--- src/rtl/pc_sequencer_if.sv ---
// rtl/pc_sequencer_if.sv - program loader request and instruction-memory write port bundle
interface pc_sequencer_if;
    logic       load_req;
    logic [5:0] load_addr;
    logic [7:0] load_data;
    logic       load_grant;
    logic       mem_we;
    logic [5:0] mem_waddr;
    logic [7:0] mem_wdata;

    modport master (
        output load_req, load_addr, load_data,
        input  load_grant, mem_we, mem_waddr, mem_wdata
    );

    modport slave (
        input  load_req, load_addr, load_data,
        output load_grant, mem_we, mem_waddr, mem_wdata
    );
endinterface

--- src/rtl/pc_sequencer.sv ---
// rtl/pc_sequencer.sv - fetch/sequence controller: PC, control-flow decode, commit gating, loader arbitration
module pc_sequencer #(
    parameter int PC_W       = 8,
    parameter int CNT_W      = 16,
    parameter int START_ADDR = 0
) (
    input  logic             clock,
    input  logic             reset,
    input  logic             start,
    input  logic             step_mode,
    input  logic             step_req,
    output logic             step_ack,
    input  logic [3:0]       OPcode,
    input  logic [5:0]       label,
    input  logic             igual,
    output logic [PC_W-1:0]  endereco,
    output logic             exec_en,
    output logic             running,
    output logic             halted,
    output logic [CNT_W-1:0] retired,
    pc_sequencer_if.slave    lb
);
    typedef enum logic [1:0] {S_IDLE, S_RUN, S_HALT} state_t;

    localparam logic [PC_W-1:0] START_PC = PC_W'(START_ADDR);

    state_t           state, state_nxt;
    logic [PC_W-1:0]  pc_nxt;
    logic [CNT_W-1:0] retired_nxt;
    logic             step_ack_nxt;
    logic             is_jump, is_beq, is_halt, advance;

    always_comb begin
        is_jump = (OPcode[3:2] == 2'b00);
        is_beq  = (OPcode[3:2] == 2'b01);
        is_halt = (OPcode == 4'b1100);
    end

    // Loader owns the write port whenever the core is not executing
    always_comb begin
        lb.load_grant = lb.load_req && (state != S_RUN);
        lb.mem_we     = lb.load_grant;
        lb.mem_waddr  = lb.load_addr;
        lb.mem_wdata  = lb.load_data;
    end

    always_comb begin
        state_nxt    = state;
        pc_nxt       = endereco;
        retired_nxt  = retired;
        step_ack_nxt = 1'b0;
        exec_en      = 1'b0;
        advance      = (state == S_RUN) && (!step_mode || step_req);

        case (state)
            S_RUN: begin
                if (advance) begin
                    if (is_halt) begin
                        state_nxt = S_HALT;
                    end else begin
                        exec_en      = !reset;
                        step_ack_nxt = step_mode;
                        if (is_jump || (is_beq && igual)) begin
                            pc_nxt = PC_W'(label);
                        end else begin
                            pc_nxt = endereco + 1'b1;
                        end
                        if (retired != {CNT_W{1'b1}}) begin
                            retired_nxt = retired + 1'b1;
                        end
                    end
                end
            end
            default: begin
                // A simultaneous load request wins; start is retried next cycle
                if (start && !lb.load_req) begin
                    state_nxt   = S_RUN;
                    pc_nxt      = START_PC;
                    retired_nxt = '0;
                end
            end
        endcase
    end

    always_ff @(posedge clock) begin
        if (reset) begin
            state    <= S_IDLE;
            endereco <= START_PC;
            retired  <= '0;
            step_ack <= 1'b0;
        end else begin
            state    <= state_nxt;
            endereco <= pc_nxt;
            retired  <= retired_nxt;
            step_ack <= step_ack_nxt;
        end
    end

    assign running = (state == S_RUN);
    assign halted  = (state == S_HALT);
endmodule
--- src/flat_wrapper.sv ---
// flat-port wrapper written by rule: the top's interface ports become plain ports
module pc_sequencer_flat 
#(
    parameter int PC_W       = 8,
    parameter int CNT_W      = 16,
    parameter int START_ADDR = 0
)
  (clock, reset, start, step_mode, step_req, step_ack, OPcode, label, igual, endereco, exec_en, running, halted, retired, lb_load_req, lb_load_addr, lb_load_data, lb_load_grant, lb_mem_we, lb_mem_waddr, lb_mem_wdata);
  pc_sequencer_if lb_i ();
  input  logic clock;
  input  logic reset;
  input  logic start;
  input  logic step_mode;
  input  logic step_req;
  output logic step_ack;
  input  logic [3:0] OPcode;
  input  logic [5:0] label;
  input  logic igual;
  output logic [PC_W-1:0] endereco;
  output logic exec_en;
  output logic running;
  output logic halted;
  output logic [CNT_W-1:0] retired;
  input wire logic [$bits(lb_i.load_req)-1:0] lb_load_req;
  input wire logic [$bits(lb_i.load_addr)-1:0] lb_load_addr;
  input wire logic [$bits(lb_i.load_data)-1:0] lb_load_data;
  output wire logic [$bits(lb_i.load_grant)-1:0] lb_load_grant;
  output wire logic [$bits(lb_i.mem_we)-1:0] lb_mem_we;
  output wire logic [$bits(lb_i.mem_waddr)-1:0] lb_mem_waddr;
  output wire logic [$bits(lb_i.mem_wdata)-1:0] lb_mem_wdata;
  assign lb_i.load_req = lb_load_req;
  assign lb_i.load_addr = lb_load_addr;
  assign lb_i.load_data = lb_load_data;
  assign lb_load_grant = lb_i.load_grant;
  assign lb_mem_we = lb_i.mem_we;
  assign lb_mem_waddr = lb_i.mem_waddr;
  assign lb_mem_wdata = lb_i.mem_wdata;
  pc_sequencer #(.PC_W(PC_W), .CNT_W(CNT_W), .START_ADDR(START_ADDR)) u_core (.clock(clock), .reset(reset), .start(start), .step_mode(step_mode), .step_req(step_req), .step_ack(step_ack), .OPcode(OPcode), .label(label), .igual(igual), .endereco(endereco), .exec_en(exec_en), .running(running), .halted(halted), .retired(retired), .lb(lb_i));
endmodule
--- config.mk ---
export PLATFORM = sky130hd
export DESIGN_NAME = pc_sequencer_flat
export DESIGN_NICKNAME = d
export VERILOG_FILES = /design/src/rtl/pc_sequencer_if.sv /design/src/rtl/pc_sequencer.sv /design/src/flat_wrapper.sv
export SDC_FILE = /design/constraint.sdc
export NUM_CORES = 1
export LEC_CHECK = 0
export CORE_ASPECT_RATIO = 1.1
export CORE_MARGIN = 5
export CORE_UTILIZATION = 41
export CTS_CLUSTER_SIZE = 28
export DETAILED_ROUTE_END_ITERATION = 8
export GPL_TIMING_DRIVEN = 1
export PLACE_DENSITY = 0.8
export SLEW_MARGIN = 0
export SYNTH_ARGS = -nofsm -noshare
export SYNTH_HDL_FRONTEND = slang
export SYNTH_SLANG_ARGS = --single-unit
--- constraint.sdc ---
create_clock -name clock -period 2.34 [get_ports clock]
set_input_delay 0.468 -clock clock [delete_from_list [all_inputs] [get_ports clock]]
set_output_delay 0.468 -clock clock [all_outputs]
set_load 0.01 [all_outputs]
== Yosys cells after proc, flatten, opt, wreduce, memory -nomap -nowiden ==
Cells that the tools add are included.

* Output and inout port bits: 44
* Bits of input ports: 31
* Register bits: 27
* Logic and storage cells: 50

* Add/subtract/negate cells: 2
* Bitwise operators: 2
* Equal/unequal tests: 10
* Reductions and logical operators: 15
* Multiplexer cells: 17

{| class="wikitable"
|+ Operators by type and width
! cell !! number
|-
| 16-bit 2-to-1 mux || 5
|-
| 8-bit 2-to-1 mux || 5
|-
| 16-bit by 1-bit adder with 16-bit output, second input constant || 1
|-
| 16-bit inequality test, second input constant || 1
|-
| 8-bit by 1-bit adder with 8-bit output, second input constant || 1
|-
| 2-bit 2-to-1 mux || 4
|-
| 2-bit by 1-bit inequality test with 1-bit output, second input constant || 4
|-
| 3-bit AND reduction || 2
|-
| 2-bit by 1-bit equality test with 1-bit output, second input constant || 2
|-
| 4-bit equality test, second input constant || 1
|-
| 1-bit logical AND || 4
|-
| 4-bit AND reduction || 1
|-
| 4-bit OR reduction || 1
|-
| 1-bit zero test || 3
|-
| 1-bit 2-to-1 mux || 3
|-
| 2-bit equality test, second input constant || 1
|-
| 2-bit zero test || 1
|-
| 1-bit logical OR || 2
|-
| 2-bit inequality test, second input constant || 1
|-
| 1-bit inverter || 2
|-
| 2-bit nonzero test || 1
|}

== Longest topological paths before layout ==
* Depth after elaboration: 7
* Depth in mapped cells: 10

== Worst setup path after synthesis ==
OpenSTA, ideal clock, no wires.

* Kind: input-to-reg
* Start: input reset
* End: register u_core.retired[11]
* Library setup time: 69 ps
* Stages on the path: 9
* Data arrival time: 2029 ps
* Buffers on the path: 3
* Path slack: 242 ps
* Required time: 2271 ps
* Cells stage by stage: buf_6 > or3b_1 > buf_4 > or3_1 > buf_6 > clkinv_8 > nand2_2 > or3_1 > o21ai_1

{| class="wikitable"
|+ RTL lines
! item !! RTL line !! source
|-
| start: declaration || flat_wrapper.sv:11 || <nowiki>input logic reset;</nowiki>
|-
| end signal: assignment || pc_sequencer.sv:94 || <nowiki>retired <= retired_nxt;</nowiki>
|-
| end: declaration || pc_sequencer.sv:20 || <nowiki>output logic [CNT_W-1:0] retired,</nowiki>
|}

== Final worst setup path ==
* Start: input reset
* End: output exec_en

* Word-level cells in the longest chain between the ends: 4

{| class="wikitable"
|+ RTL lines
! item !! RTL line !! source
|-
| 1-bit zero test || pc_sequencer.sv:61 || <nowiki>exec_en = !reset;</nowiki>
|-
| 1-bit 2-to-1 mux || pc_sequencer.sv:58 || <nowiki>if (is_halt) begin</nowiki>
|-
| 1-bit 2-to-1 mux || pc_sequencer.sv:57 || <nowiki>if (advance) begin</nowiki>
|-
| 1-bit 2-to-1 mux || pc_sequencer.sv:55 || <nowiki>case (state)</nowiki>
|-
| end: declaration || flat_wrapper.sv:20 || <nowiki>output logic exec_en;</nowiki>
|}

Every way passes these cells.

==> qor.txt <==
Initial Util: 42.80%
RSZ-0062 raised after global routing: false
Distinct cells, synth: 41
Setup WS pre-CTS: -0.4389 ns
Num rows: 23
ANT nets after route: 0
Root Buffer: clkbuf_8
Status: finished, final reports clean
CTS tree: done
Number of synthesized flops with an enable pin: 0
Slew HR: 54.39%
Layout cells sized above 1: 12.61%
Critical-path top delay cell: clkdlybuf4s50_1
Worst Slack Setup Final: 0.05814 ns
CTS max path bufs: 2
Layout area overhead: 33.65%
Tmin final: 2.282 ns
Buffers on Ports: 46
Die area: 0.005187 mm2
Cell taking the most area after synthesis: dfxtp_1
Clock skew: 0.004695 ns
Vias in the first global route: 1478
Residual DRC: 0
RePlAce Congestion: 0.7954
CP Capture Type: output port
Synthesized area per cell: 8.085 um2
Final period util: 97.52%
Initial antenna violation count: 0
Register clock-pin slew on the reported worst setup and hold paths: 0.10 ns
Leak: 0.7915 nW
Crit path DAT: 1.81 ns
Yosys top cell area share: 34.29%
Worst setup SP type: primary input
#FFs+latches synth: 27
Critical Path Max Stage Delay: 0.42 ns
Netlist Area Pre-Place: 0.001577 mm2
CP max FO: 2
Die span in y: 75.04 um
Most frequent cells in the layout: clkdlybuf4s50_1 (45), dfxtp_1 (27), a21oi_1 (19)
HPWL Detailed: 3044 um
Kind of critical path: primary input to output port
Via count: 1579
Post-synthesis async set-or-reset flop share: 0%
Vias/cell: 5.483
Yosys warnings: 0
CTS H-tree lvls: 1
Slew at the pin closest to its max-slew limit: 0.6789 ns
CTS Buf Count: 3
Nets@finish: 272
Worst-Skew Late Latency: 0.28 ns
Sequential area share after synthesis: 34.29%
Count of pins over their slew limit: 0
Hold Vio Cnt, Final: 0
Gr usage total: 15.57%
P per Cell Area: 423.7 mW/mm2
VDD IR max: 0.0001907 V
Iteration-0 DRC count of the detailed router: 91
Top post-synthesis cells by area: dfxtp_1 (34%), buf_4 (8.1%), a21oi_1 (6.0%), o21ai_1 (3.8%), nor2_1 (3.6%)
Hold-fix buffers, CTS: 0
Largest net degree at the start of global routing: 16
Syn Inst Count: 195
Top_reg_cell synth: dfxtp_1
Final Setup Violations: 0
Max Cap Viol: 0
DRT Wirelength: 4023 um
Hold WC Path Type: flop to flop
First-pass GRT wire length: 6665 um
Req. time, crit path: 1.87 ns
Most common cell after layout, fill and taps aside: clkdlybuf4s50_1
Num ports: 75
Overflow after GRT: 0
Setup_tns: 0 ns
Die W: 69.13 um
Number of detailed-route iterations in the first pass: 4
Routed len/inst: 13.97 um
Max frequency: 438.2 MHz
Number of diodes: 0
Core area: 0.003684 mm2
Sequence of cells on the critical path: clkdlybuf4s50_1 -> or3b_4 -> or3_4 -> clkinv_8 -> buf_6
Net Count, Synth: 228
CTS Sinks: 27
## path summary, 6_finish.rpt
kind,start,to,slack [ns],cells past startpoint
max reg2reg,u_core.retired[0],u_core.retired[13],0.39,7
max,reset,exec_en,0.06,5
min,u_core.endereco[7],u_core.endereco[7],0.48,1
min reg2reg,u_core.endereco[7],u_core.endereco[7],0.48,1
## worst max-delay path: cells and delay by family
family                 cells  cell delay, ns
AND/OR/NAND/NOR            2            0.77
buffers and inverters      3            0.57
## metrics by stage
| step | area [um2] | cells | utilization [%] | total power, mW | hold slack [ns] |
|---|---|---|---|---|---|
| after global placement | 2039 | 283 | 55.37 | 0.6258 | 0.4644 |
| after detailed placement | 2039 | 283 | 55.37 | 0.6286 | 0.4577 |
| final | 2107 | 288 | 57.20 | 0.8928 | 0.4816 |
| after CTS | 2100 | 288 | 57.00 | 0.8954 | 0.4795 |
| after global routing | 2107 | 288 | 57.20 | 0.9286 | 0.5043 |
| after floorplan | 1577 | 195 | - | 0.5818 | 0.4459 |
## flip-flops by register name, indices dropped and copies added (netlist names)
signal / flops
u_core.state: 2
u_core.retired: 16
u_core.endereco: 8
u_core.step_ack: 1
## layout make-up
cell class                      instances  area (um2)
Timing Repair Buffer                   62       581.8
Multi-Input combinational cell        140       844.6
Sequential cell                        27       540.5
Fill cell                             368        1577
Clock inverter                          1       5.005
Clock buffer                            3       41.29
Tap cell                               50       62.56
Inverter                                5       31.28
## cells in the mapped netlist, drive strengths merged (2+ instances only)
library cell  number
nor3b              2
buf               20
nor2b              3
a21oi             19
ha                 2
inv                4
o2bb2ai            3
or3b               2
a311oi             2
and3               5
clkbuf             3
nand2             12
nand4              6
a21o               2
o21ai             19
mux2i              2
nand3             10
and4               2
nor3               5
nand2b             4
a31oi              4
nor2              15
dfxtp             27
or3                4
and2               5
a41oi              3
## cell families after synthesis
family,Yosys count,share of synthesized area [%]
AOI/OAI and AO/OA,57,22.22
xor gates and xnor gates,1,0.5557
adders and majority gates,2,1.587
buffers and inverters,28,12.94
DFF,27,34.29
muxes,2,1.270
and+or+nand+nor,78,27.14
## routing by layer
metal	wire length, um	vias to the layer above	track usage [%]
li1	-	782	-
met1	1843	730	19.92
met2	1876	63	26.80
met3	268	4	3.071
met4	35	0	4.989
met5	0	-	0
## power by group
group | switching, mW | internal [mW] | total [mW]
Combinational | 0.0684 | 0.0817 | 0.150
Clock | 0.151 | 0.120 | 0.271
Sequential | 0.00657 | 0.465 | 0.472
Total | 0.226 | 0.667 | 0.893
## what timing repair did
item | in CTS | in global routing
resized for setup | 6 | 2
pin swaps | 2 | 2
setup endpoints to repair | 1 | 3
buffers inserted | 1 | 0
Power figures use the tool's default switching activity.
